<file path="config.mk">
export PLATFORM = sky130hd
export DESIGN_NAME = pwm_duty_sequencer
export DESIGN_NICKNAME = d
export VERILOG_FILES = /design/src/rtl/pwm_pkg.sv /design/src/rtl/pwm_step_timer.sv /design/src/rtl/pwm_duty_sequencer.sv
export SDC_FILE = /design/constraint.sdc
export NUM_CORES = 1
export LEC_CHECK = 0
export ABC_AREA = 1
export BUFFER_PORTS_ARGS = -buffer_cell sky130_fd_sc_hd__buf_2
export CORE_MARGIN = 1.5
export CORE_UTILIZATION = 35
export CTS_BUF_LIST = sky130_fd_sc_hd__clkbuf_8
export CTS_CLUSTER_SIZE = 16
export DETAILED_ROUTE_END_ITERATION = 12
export PLACE_DENSITY = 0.56
export SLEW_MARGIN = 10
export SYNTH_ARGS = -nofsm -noshare
export SYNTH_HDL_FRONTEND = slang
export SYNTH_SLANG_ARGS = --single-unit
</file>
<file path="constraint.sdc">
create_clock -name clk -period 2.31 [get_ports clk]
set_clock_uncertainty 0.2 [all_clocks]
set_input_delay 0.3465 -clock clk [delete_from_list [all_inputs] [get_ports clk]]
set_output_delay 0.3465 -clock clk [all_outputs]
set_load 0.05 [all_outputs]
</file>
<file path="src/rtl/pwm_pkg.sv">
`default_nettype none
// ============================================================================
// Module      : pwm_pkg
// Description : Constants and state type shared by the PWM duty path.
// Revision    : 1.0 - initial release
// ============================================================================
package pwm_pkg;

    localparam int DUTY_W   = 4;
    localparam int DUTY_MAX = 10;

    typedef enum logic [1:0] {
        IDLE = 2'd0,
        UP   = 2'd1,
        DOWN = 2'd2
    } seq_state_t;

endpackage
`default_nettype wire

</file>
<file path="src/rtl/pwm_step_timer.sv">
`default_nettype none
// ============================================================================
// Module      : pwm_step_timer
// Description : Counts PWM period starts and flags every STEP_PERIODS-th one.
// Revision    : 1.0 - initial release
// ============================================================================
module pwm_step_timer #(
    parameter int STEP_PERIODS = 4
) (
    input  logic clk,
    input  logic rst_n,
    input  logic clear,
    input  logic period_start,
    output logic step_tick
);

    localparam int                CNT_W  = $clog2(STEP_PERIODS + 1);
    localparam logic [CNT_W-1:0]  c_last = CNT_W'(STEP_PERIODS - 1);

    logic [CNT_W-1:0] r_count;
    logic             w_at_last;

    assign w_at_last = (r_count == c_last);
    // A clear in the same cycle suppresses the tick so an abort can never step.
    assign step_tick = period_start & w_at_last & ~clear;

    always_ff @(posedge clk or negedge rst_n) begin
        if (!rst_n) begin
            r_count <= '0;
        end else if (clear) begin
            r_count <= '0;
        end else if (period_start) begin
            if (w_at_last) begin
                r_count <= '0;
            end else begin
                r_count <= r_count + CNT_W'(1);
            end
        end
    end

endmodule
`default_nettype wire

</file>
<file path="src/rtl/pwm_duty_sequencer.sv">
`default_nettype none
// ============================================================================
// Module      : pwm_duty_sequencer
// Description : Ramps the PWM duty toward a commanded target on period edges,
//               with manual single-step buttons while idle.
// Revision    : 1.0 - initial release
// ============================================================================
module pwm_duty_sequencer
    import pwm_pkg::*;
#(
    parameter int DUTY_W       = pwm_pkg::DUTY_W,
    parameter int DUTY_MAX     = pwm_pkg::DUTY_MAX,
    parameter int INIT_DUTY    = 5,
    parameter int STEP_PERIODS = 4
) (
    input  logic              clk,
    input  logic              rst_n,
    input  logic              period_start,
    input  logic              cmd_valid,
    output logic              cmd_ready,
    input  logic [DUTY_W-1:0] cmd_target,
    input  logic              abort,
    input  logic              btn_inc,
    input  logic              btn_dec,
    output logic [DUTY_W-1:0] duty_out,
    output logic              busy,
    output logic              done,
    output logic              err
);

    localparam logic [DUTY_W-1:0] c_duty_max  = DUTY_W'(DUTY_MAX);
    localparam logic [DUTY_W-1:0] c_init_duty = DUTY_W'(INIT_DUTY);

    seq_state_t        r_state;
    logic [DUTY_W-1:0] r_duty;
    logic [DUTY_W-1:0] r_target;
    logic              r_done;
    logic              r_err;

    logic              w_handshake;
    logic              w_step_tick;
    logic              w_timer_clear;
    logic [DUTY_W-1:0] w_duty_inc;
    logic [DUTY_W-1:0] w_duty_dec;
    logic [DUTY_W-1:0] w_duty_step;

    assign cmd_ready     = (r_state == IDLE);
    assign busy          = (r_state != IDLE);
    assign duty_out      = r_duty;
    assign done          = r_done;
    assign err           = r_err;

    assign w_handshake   = cmd_valid & cmd_ready;
    assign w_timer_clear = (r_state == IDLE) | abort;
    assign w_duty_inc    = r_duty + DUTY_W'(1);
    assign w_duty_dec    = r_duty - DUTY_W'(1);
    assign w_duty_step   = (r_state == UP) ? w_duty_inc : w_duty_dec;

    pwm_step_timer #(
        .STEP_PERIODS (STEP_PERIODS)
    ) u_step_timer (
        .clk          (clk),
        .rst_n        (rst_n),
        .clear        (w_timer_clear),
        .period_start (period_start),
        .step_tick    (w_step_tick)
    );

    always_ff @(posedge clk or negedge rst_n) begin
        if (!rst_n) begin
            r_state  <= IDLE;
            r_duty   <= c_init_duty;
            r_target <= '0;
            r_done   <= 1'b0;
            r_err    <= 1'b0;
        end else begin
            r_done <= 1'b0;
            r_err  <= 1'b0;
            case (r_state)
                IDLE: begin
                    if (w_handshake) begin
                        r_target <= cmd_target;
                        if (cmd_target > c_duty_max) begin
                            r_err <= 1'b1;
                        end else if (cmd_target == r_duty) begin
                            r_done <= 1'b1;
                        end else if (cmd_target > r_duty) begin
                            r_state <= UP;
                        end else begin
                            r_state <= DOWN;
                        end
                    end else if (btn_inc && !btn_dec) begin
                        if (r_duty < c_duty_max) begin
                            r_duty <= w_duty_inc;
                        end
                    end else if (btn_dec && !btn_inc) begin
                        if (r_duty != '0) begin
                            r_duty <= w_duty_dec;
                        end
                    end
                end
                UP, DOWN: begin
                    if (abort) begin
                        r_state <= IDLE;
                    end else if (w_step_tick) begin
                        // done is raised in the same cycle the final duty lands
                        r_duty <= w_duty_step;
                        if (w_duty_step == r_target) begin
                            r_state <= IDLE;
                            r_done  <= 1'b1;
                        end
                    end
                end
                default: begin
                    r_state <= IDLE;
                end
            endcase
        end
    end

endmodule
`default_nettype wire

</file>
== Yosys cells after proc, flatten, opt, wreduce, memory -nomap -nowiden ==
Cells that the tools add are included.

* Flip-flop bits (word level): 15
* Latch bits: 0
* Bits in writable memories: 0
* Memory bits (read-only): 0
* Input bits: 11
* Output and inout port bits: 8
* Word-level logic and storage cells: 76
* Memories: 0

* Add/subtract/negate cells: 3
* $mul: 0
* Divide/modulo/power cells: 0
* Order comparisons: 3
* Equality and inequality tests: 16
* Shifts and indexed selects: 0
* Mux-type cells: 30
* Bitwise operators: 5
* Reduce and logical (&&, ||, !) cells: 13

{| class="wikitable"
|+ Operators by type and width
! cell !! number
|-
| $mux 4 || 8
|-
| $mux 2 || 7
|-
| $mux 1 || 9
|-
| $mux 3 || 3
|-
| $eq 4x4->1 || 2
|-
| $ne 2x2->1 const B || 4
|-
| $pmux 4 s2 || 1
|-
| $reduce_and 7->1 || 1
|-
| $ne 3x1->1 const B || 2
|-
| $ne 3x2->1 const B || 2
|-
| $reduce_bool 2->1 || 3
|-
| $reduce_and 5->1 || 1
|-
| $add 4x1->4 const B || 1
|-
| $gt 4x4->1 || 1
|-
| $gt 4x4->1 const B || 1
|-
| $lt 4x4->1 const B || 1
|-
| $ne 2x1->1 const B || 2
|-
| $pmux 2 s2 || 1
|-
| $reduce_bool 4->1 || 1
|-
| $sub 4x1->4 const B || 1
|-
| $add 3x1->3 const B || 1
|-
| $and 1x1->1 || 3
|-
| $eq 3x2->1 const B || 1
|-
| $ne 3x3->1 const B || 1
|-
| other kinds (10) || 12
|}

== Longest topological paths before layout ==
Gate-level depths: netlist (run 1).

* Word-level depth: 7
* Gate-level depth with buffers: 14
* Gate-level depth less buffers: 14

== Hierarchy ==
Synthesis (run 1) repeated with hierarchy kept, for this count alone.

* Cell total of the unflattened synthesis: 168
* Area, all modules: 1198.6 µm²

{| class="wikitable"
|+ Modules (own cells, without submodules)
! module !! times used !! cells each !! area an instance (µm²) !! sequential area each (µm²)
|-
| pwm_duty_sequencer || 1 || 148 || 1046.0 || 302.8
|-
| pwm_step_timer || 1 || 20 || 152.6 || 75.1
|}

== Worst setup path before layout (run 1) ==
Ideal clock, no wire load.

* Path kind: flip-flop to flip-flop
* Start point: reg r_duty[0] (netlist: duty_out[0])
* End point: reg r_state[0]
* Arrival: 1996 ps
* Data required time: 1992 ps
* Setup slack: -4 ps
* Stages on the path, launching flop included: 15
* Buffers on the path: 0
* Cells stage by stage: dfstp_2 -> inv_1 -> ha_1 -> inv_1 -> nand2_1 -> nand3_1 -> nand2_1 -> inv_1 -> nand2_1 -> nor2_2 -> nand3_2 -> nand2_2 -> nand2_2 -> nand2_1 -> nand2_1

* Longest elaborated chain between the ends: 6

{| class="wikitable"
|+ Ends and longest elaborated chain
! what !! line !! source
|-
| start: declaration || pwm_duty_sequencer.sv:35 || <nowiki>logic [DUTY_W-1:0] r_duty;</nowiki>
|-
| start signal: assignment || pwm_duty_sequencer.sv:72 || <nowiki>r_duty <= c_init_duty;</nowiki>
|-
| start signal: assignment || pwm_duty_sequencer.sv:94 || <nowiki>r_duty <= w_duty_inc;</nowiki>
|-
| start signal: assignment || pwm_duty_sequencer.sv:98 || <nowiki>r_duty <= w_duty_dec;</nowiki>
|-
| parallel branches: the longest is 6 deep, another holds $sub 4x1->4 || -- ||
|-
| end signal: assignment || pwm_duty_sequencer.sv:88 || <nowiki>r_state <= UP;</nowiki>
|-
| end signal: assignment || pwm_duty_sequencer.sv:90 || <nowiki>r_state <= DOWN;</nowiki>
|-
| end signal: assignment || pwm_duty_sequencer.sv:104 || <nowiki>r_state <= IDLE;</nowiki>
|-
| end: declaration || pwm_duty_sequencer.sv:34 || <nowiki>seq_state_t r_state;</nowiki>
|}

Several ways; the timed one is not identified. The select of a mux whose other input is x is not followed.
A chain may end at the register's enable or synchronous reset.

== Worst setup path in the final report (run 1) ==
* Start point: reg r_duty[0] (netlist: duty_out[0])
* End point: reg r_state[1]

Same word-level chain as after synthesis.

==> flow_summary.ini, run 1 <==
[critical_path]
rr_endpoint = r_state[1]$_DFFE_PN0P_
crit_path_start_kind = flip-flop
r2r_slack_ps = 150
critPathBufInv = 2
critical-path-top-delay-family = simple AND/OR/NAND/NOR gates
worst-setup-path-type = reg2reg
cpMaxStageDelayCell = dfstp_4
path_depth = 13
cp_cell_sequence = inv_2 -> buf_4 -> ha_2 -> nand2_1 -> nand3_2 -> nand3_1 -> nand2_1 -> nor2_2 -> nand3_2 -> nand2_2 -> nand2_2 -> nand2_1 -> nand2_1
max_stage_delay_ps = 650
cp.required_ps = 2250
timing.rr.start = duty_out[0]$_DFFE_PN1P_
crit_fanout = 6
timing.reg2reg.worst_path_depth = 13
end_kind = flip-flop
cp_common_cell = nand2_1
crit_arrival_ps = 2100

[timing]
tns_ps = 0
finalHoldViolCount = 0
slew_viol_final = 0
setup_viol = 0
min_period_ps = 2164
post-route-period-util_pct = 93.67
fmax_mhz = 462.2
tightest_slew_ps = 362.1
maxSlewHeadroom_pct = 75.61
rsz0062_at_grt = false

[synth]
ys_seq_elements = 15
synth.top_cells.by_area = dfrtp_1 27%, nand2_1 12%, ha_1 12%
synth_top_cells_by_count = 39 x nand2_1, 24 x inv_1, 20 x nand3_1
synthesis.area_um2 = 1184
yosysUniqueCellTypes = 28
ys.warnings.count = 0
avgSynthCellArea_um2 = 7.130
synth_area_leader_cell = dfrtp_1
synth_edf_count = 0
yosys.cell_count.top_type = nand2_1
syn_nets = 188
synth-seq-area-share_pct = 31.92
synth_ff_type = dfrtp_1
synthCells = 166
synthArstFlopShare_pct = 100.0
synth.top_cell.area_share_pct = 27.48

[grt]
grt_remaining_overflow = 0
grt_use_total_pct = 17.35
grt_max_degree = 16
antenna_found_initial = 0
grt_pass1_wl_mm = 4.774
first_global_vias = 1056

[clock_tree]
htreeDepth = 1
clock_tree.root_cell = clkbuf_8
clkTransAtPathRegs_ps = 60
cts.path.max_buffers = 2
cts_buffers = 3
cts_tree = built
cts.sinks = 15
insertion_delay_ps = 250

[min_path]
min-delay-start = abort
min_path_cells = 2
hold_class = in2reg
whs_endpoint = u_step_timer.r_count[2]$_DFFE_PN0P_

[layout]
nFillCells = 327
nets = 216
final_core_util_pct = 45.80
seq_area_um2 = 382.9
finalInstanceArea_um2 = 1433
antenna_cells = 0
syn2layout_area_growth_pct = 21.04
drive_above_1_share_pct = 24.35
multi_input_area_um2 = 703.2

[floorplan]
dieArea_um2 = 3740
core.rowCount = 20
die_y_um = 61.16
die_width_um = 61.16
pin_count = 19
core_area_um2 = 3128
start_util_pct = 37.84

[power_and_ir_drop]
power_leakage_nw = 0.7466
power.density_nw_per_um2 = 1491
vdd_ir_drop_max_v = 0.0004731

[detailed_routing]
wirelength_mm = 2.823
drc = 0
vias = 1119
wl_per_cell_um = 11.91
drtPass1Iterations = 4
viasPerCell = 4.722
first_iter_violations = 43
ant_nets = 0

[flow_run]
maxCapViolCount = 0

[placement]
port_buffers = 18
place_congestion = 0.8558
postPlaceCellArea_um2 = 1345
hpwlAfterDp_mm = 2.220

[run_status]
status = complete, no violations
-- layout by cell type, fill, tap and decap left out, types with 2 or more instances in the layout --
cell type	netlist	final
inv_2	2	3
nor2_1	9	9
nand3_1	20	20
o21ai_1	2	2
xor2_1	2	2
inv_1	24	24
buf_2	0	18
nor2_2	3	3
a21oi_1	9	9
clkbuf_8	0	3
nand4_1	2	2
nand3_2	2	2
dfrtp_1	13	12
nand2_2	4	5
buf_4	0	5
ha_1	11	9
nand2_1	39	38
o21ai_0	10	10
-- repair_timing --
| item | in CTS | in global routing |
|---|---|---|
| setup buffers | 0 | 2 |
| gates resized for setup | 0 | 4 |
| setup endpoints to repair | 0 | 3 |
| hold endpoints to repair | 13 | 0 |
| hold buffers | 1 | 0 |
-- final cells by class --
| class | instances | share of cell area, % |
|---|---|---|
| clock buffer | 3 | 2.882 |
| clock inverter | 1 | 0.2620 |
| inverter | 28 | 7.598 |
| multi-input combinational | 122 | 49.08 |
| sequential | 15 | 26.72 |
| tap | 44 | 3.843 |
| timing repair buffer | 24 | 9.607 |
-- where the power goes --
part | total, mW | switching (mW) | internal (mW) | leakage (nW)
logic | 1.45 | 0.948 | 0.499 | 0.531
clock network | 0.212 | 0.0947 | 0.118 | 0.0269
registers | 0.476 | 0.0957 | 0.381 | 0.189
-- stage by stage --
step / hold WS, ps / std cells / total power [mW] / setup WS (ps)
2_1_floorplan: -149.1 / 166 / 1.538 / 54.61
3_3_place_gp: 73.43 / 230 / 1.810 / 164.4
3_5_place_dp: 77.33 / 230 / 1.845 / 84.94
4_1_cts: 89.89 / 235 / 2.069 / 68.90
5_1_grt: 97.46 / 237 / 2.363 / 15.54
6_report: 92.44 / 237 / 2.136 / 146.3
-- logic make-up (layout without fill, tap and decap cells) --
family | after synthesis | in the layout | synth area share [%]
simple gates | 83 | 83 | 32.66
xor+xnor | 3 | 3 | 2.220
flops | 15 | 15 | 31.92
fa+ha+maj | 11 | 11 | 11.63
compound gates | 25 | 25 | 11.42
buf+inv | 29 | 56 | 10.15
-- flip-flops by register name, summed over array words and instances (netlist names) --
register,count
done,1
u_step_timer.r_count,3
err,1
r_target,4
r_state,2
duty_out,4
-- metal layers --
metal  GRT usage [%]  part of all wire, %
met5               0                    0
met4           3.727                 0.53
met3           3.782                  3.3
met2           27.51                   45
met1           24.26                   51
-- worst max-delay path by stage --
stage                                        from                endpoint  slack [ps]
after global placement    duty_out[0]$_DFFE_PN1P_  r_state[0]$_DFFE_PN0P_         160
after CTS                 duty_out[0]$_DFFE_PN1P_  r_state[1]$_DFFE_PN0P_          70
final                     duty_out[0]$_DFFE_PN1P_  r_state[1]$_DFFE_PN0P_         150
after detailed placement  duty_out[0]$_DFFE_PN1P_  r_state[1]$_DFFE_PN0P_          80
after floorplan           duty_out[0]$_DFFE_PN1P_  r_state[0]$_DFFE_PN0P_          50
after global routing      duty_out[0]$_DFFE_PN1P_  r_state[0]$_DFFE_PN0P_          20
(Power assumes the default switching activity.)
==> inputs of run 2 (changes only) <==
Settings changed: ABC_AREA 1 to not set.
==> flow_summary.ini, run 2 <==
[synth]
synth_area_leader_cell = dfrtp_1
synth_ff_type = dfrtp_1
synthArstFlopShare_pct = 100.0
synthesis.area_um2 = 1174
avgSynthCellArea_um2 = 9.465
synth_edf_count = 0
synthCells = 124
synth_top_cells_by_count = 13 x dfrtp_1, 11 x ha_1, 10 x inv_1
yosysUniqueCellTypes = 41
synth.top_cell.area_share_pct = 27.72
ys.warnings.count = 0
syn_nets = 146
ys_seq_elements = 15
synth-seq-area-share_pct = 32.20
synth.top_cells.by_area = dfrtp_1 28%, ha_1 12%, xnor2_1 5.2%
yosys.cell_count.top_type = dfrtp_1

[floorplan]
pin_count = 19
die_y_um = 60.91
core_area_um2 = 3128
dieArea_um2 = 3709
die_width_um = 60.91
core.rowCount = 20
start_util_pct = 37.52

[grt]
grt_remaining_overflow = 0
first_global_vias = 978
grt_use_total_pct = 16.73
grt_max_degree = 16
grt_pass1_wl_mm = 4.533
antenna_found_initial = 0

[clock_tree]
clock_tree.root_cell = clkbuf_8
htreeDepth = 1
clkTransAtPathRegs_ps = 70
cts.path.max_buffers = 2
insertion_delay_ps = 250
cts_buffers = 3
cts.sinks = 15
cts_tree = built

[layout]
most-common-layout-cells = 18 x buf_2, 12 x dfrtp_1, 10 x inv_1
syn2layout_area_growth_pct = 23.88
layout_commonest_cell = buf_2
nets = 174
drive_above_1_share_pct = 33.11
antenna_cells = 0
nFillCells = 303

[timing]
post-route-period-util_pct = 96.15
setup_viol = 0
maxSlewHeadroom_pct = 76.33
min_period_ps = 2221
slew_viol_final = 0
fmax_mhz = 450.2
finalHoldViolCount = 0
rsz0062_at_grt = true
tns_ps = 0
whs_ps = 98.63
tightest_slew_ps = 355.1

[power_and_ir_drop]
power.density_nw_per_um2 = 1529
vdd_ir_drop_max_v = 0.0007752
power_leakage_nw = 0.6801
power_mw = 2.223

[detailed_routing]
top_layer = met4
drtPass1Iterations = 4
drc = 0
wl_met3_um = 93
wl_met2_mm = 1.303
vias = 980
wl_met1_mm = 1.337
viasPerCell = 5.026
wirelength_mm = 2.770
wl_per_cell_um = 14.21
ant_nets = 0
first_iter_violations = 33

[critical_path]
crit_fanout = 9
cpMaxStageDelayCell = or4_4
crit_path_start_kind = flip-flop
worst-setup-path-type = reg2reg
end_kind = flip-flop
max_stage_delay_ps = 570
worstSetupStartpoint = r_state[0]$_DFFE_PN0P_
cp_cell_sequence = ha_4 -> or4_4 -> a211oi_4 -> nor4b_4 -> o221ai_2 -> o2bb2ai_1
timing.rr.start = r_state[0]$_DFFE_PN0P_
rr_endpoint = r_state[1]$_DFFE_PN0P_
crit_arrival_ps = 2200
timing.reg2reg.worst_path_depth = 6
cp.required_ps = 2290
r2r_slack_ps = 90
crit_end = r_state[1]$_DFFE_PN0P_

[placement]
port_buffers = 18
place_congestion = 0.8173
hpwlAfterDp_mm = 2.118

[run_status]
status = complete, no violations

[min_path]
hold_class = in2reg

[flow_run]
maxCapViolCount = 0
## run 2: cell types whose count changed after synthesis, sizes merged, moves of 3 or more
cell	previous run	this run
nor3	1	6
o21ai	12	5
xnor2	1	7
inv	27	10
nand3	22	9
mux2i	0	5
nor2	13	4
nand2	43	8
buf	1	4
mux2	0	3
## run 2: final cells by class
| cell class | instances | area [um^2] | share of cell area, % |
|---|---|---|---|
| clock buffer | 3 | 41.29 | 2.840 |
| clock inverter | 1 | 5.005 | 0.3442 |
| inverter | 10 | 37.54 | 2.582 |
| multi-input combinational | 94 | 768.2 | 52.84 |
| sequential | 15 | 379.1 | 26.08 |
| tap | 44 | 55.05 | 3.787 |
| timing repair buffer | 28 | 167.7 | 11.53 |
## run 2: metrics by stage
stage	instance area, um^2	setup WS [ps]	std cells	utilization [%]
after global placement	1353	107.2	188	43.24
after floorplan	1204	19.94	124	-
after detailed placement	1353	25.31	188	43.24
after global routing	1454	-33.41	195	46.48
after CTS	1409	6.255	193	45.04
final	1454	88.86	195	46.48
## run 2: cells by family (layout without fill, tap and decap cells)
| kind of cell | after synthesis | in the layout | synth area share [%] |
|---|---|---|---|
| AND/OR/NAND/NOR | 42 | 42 | 20.36 |
| AO/OA/AOI/OAI | 24 | 24 | 14.50 |
| flip-flops | 15 | 15 | 32.20 |
| buffers and inverters | 15 | 42 | 7.356 |
| adder cells (fa/ha/maj) | 11 | 11 | 11.73 |
| XOR/XNOR | 9 | 9 | 6.717 |
| multiplexers | 8 | 8 | 7.143 |
## run 2: critical path, delay by kind of cell (launching register included)
family	cells	cell delay, ps
AND/OR/NAND/NOR	2	660
AO/OA/AOI/OAI	3	620
flip-flops	1	440
adder cells (fa/ha/maj)	1	220
## run 2: worst min path at each step
stage                                           to  depth (start not counted)  startpoint
2_1_floorplan                       done$_DFF_PN0_                          0       rst_n
3_3_place_gp               r_target[3]$_DFFE_PN0P_                          1       rst_n
3_5_place_dp   u_step_timer.r_count[1]$_DFFE_PN0P_                          1       rst_n
4_1_cts        u_step_timer.r_count[0]$_DFFE_PN0P_                          2       abort
5_1_grt        u_step_timer.r_count[0]$_DFFE_PN0P_                          2       abort
6_report       u_step_timer.r_count[0]$_DFFE_PN0P_                          2       abort
## run 2: routing by layer
layer  up-vias  track usage [%]
met5         -                0
met4         0            8.075
met3         4            3.838
met2        19            26.27
met1       457            21.67
li1        500                -
## run 2: timing repair
item / 4_1_cts / 5_1_grt
hold buffers: 1 / 0
setup buffers: 0 / 2
hold endpoints to repair: 13 / 0
gates resized for setup: 0 / 5
endpoints found under the setup margin: 0 / 5
## run 2: where the power goes
| part | internal (mW) | total [mW] | switching [mW] | leakage, nW |
|---|---|---|---|---|
| Sequential | 0.376 | 0.507 | 0.131 | 0.186 |
| Clock | 0.120 | 0.219 | 0.0998 | 0.0255 |
| Combinational | 0.641 | 1.50 | 0.857 | 0.468 |
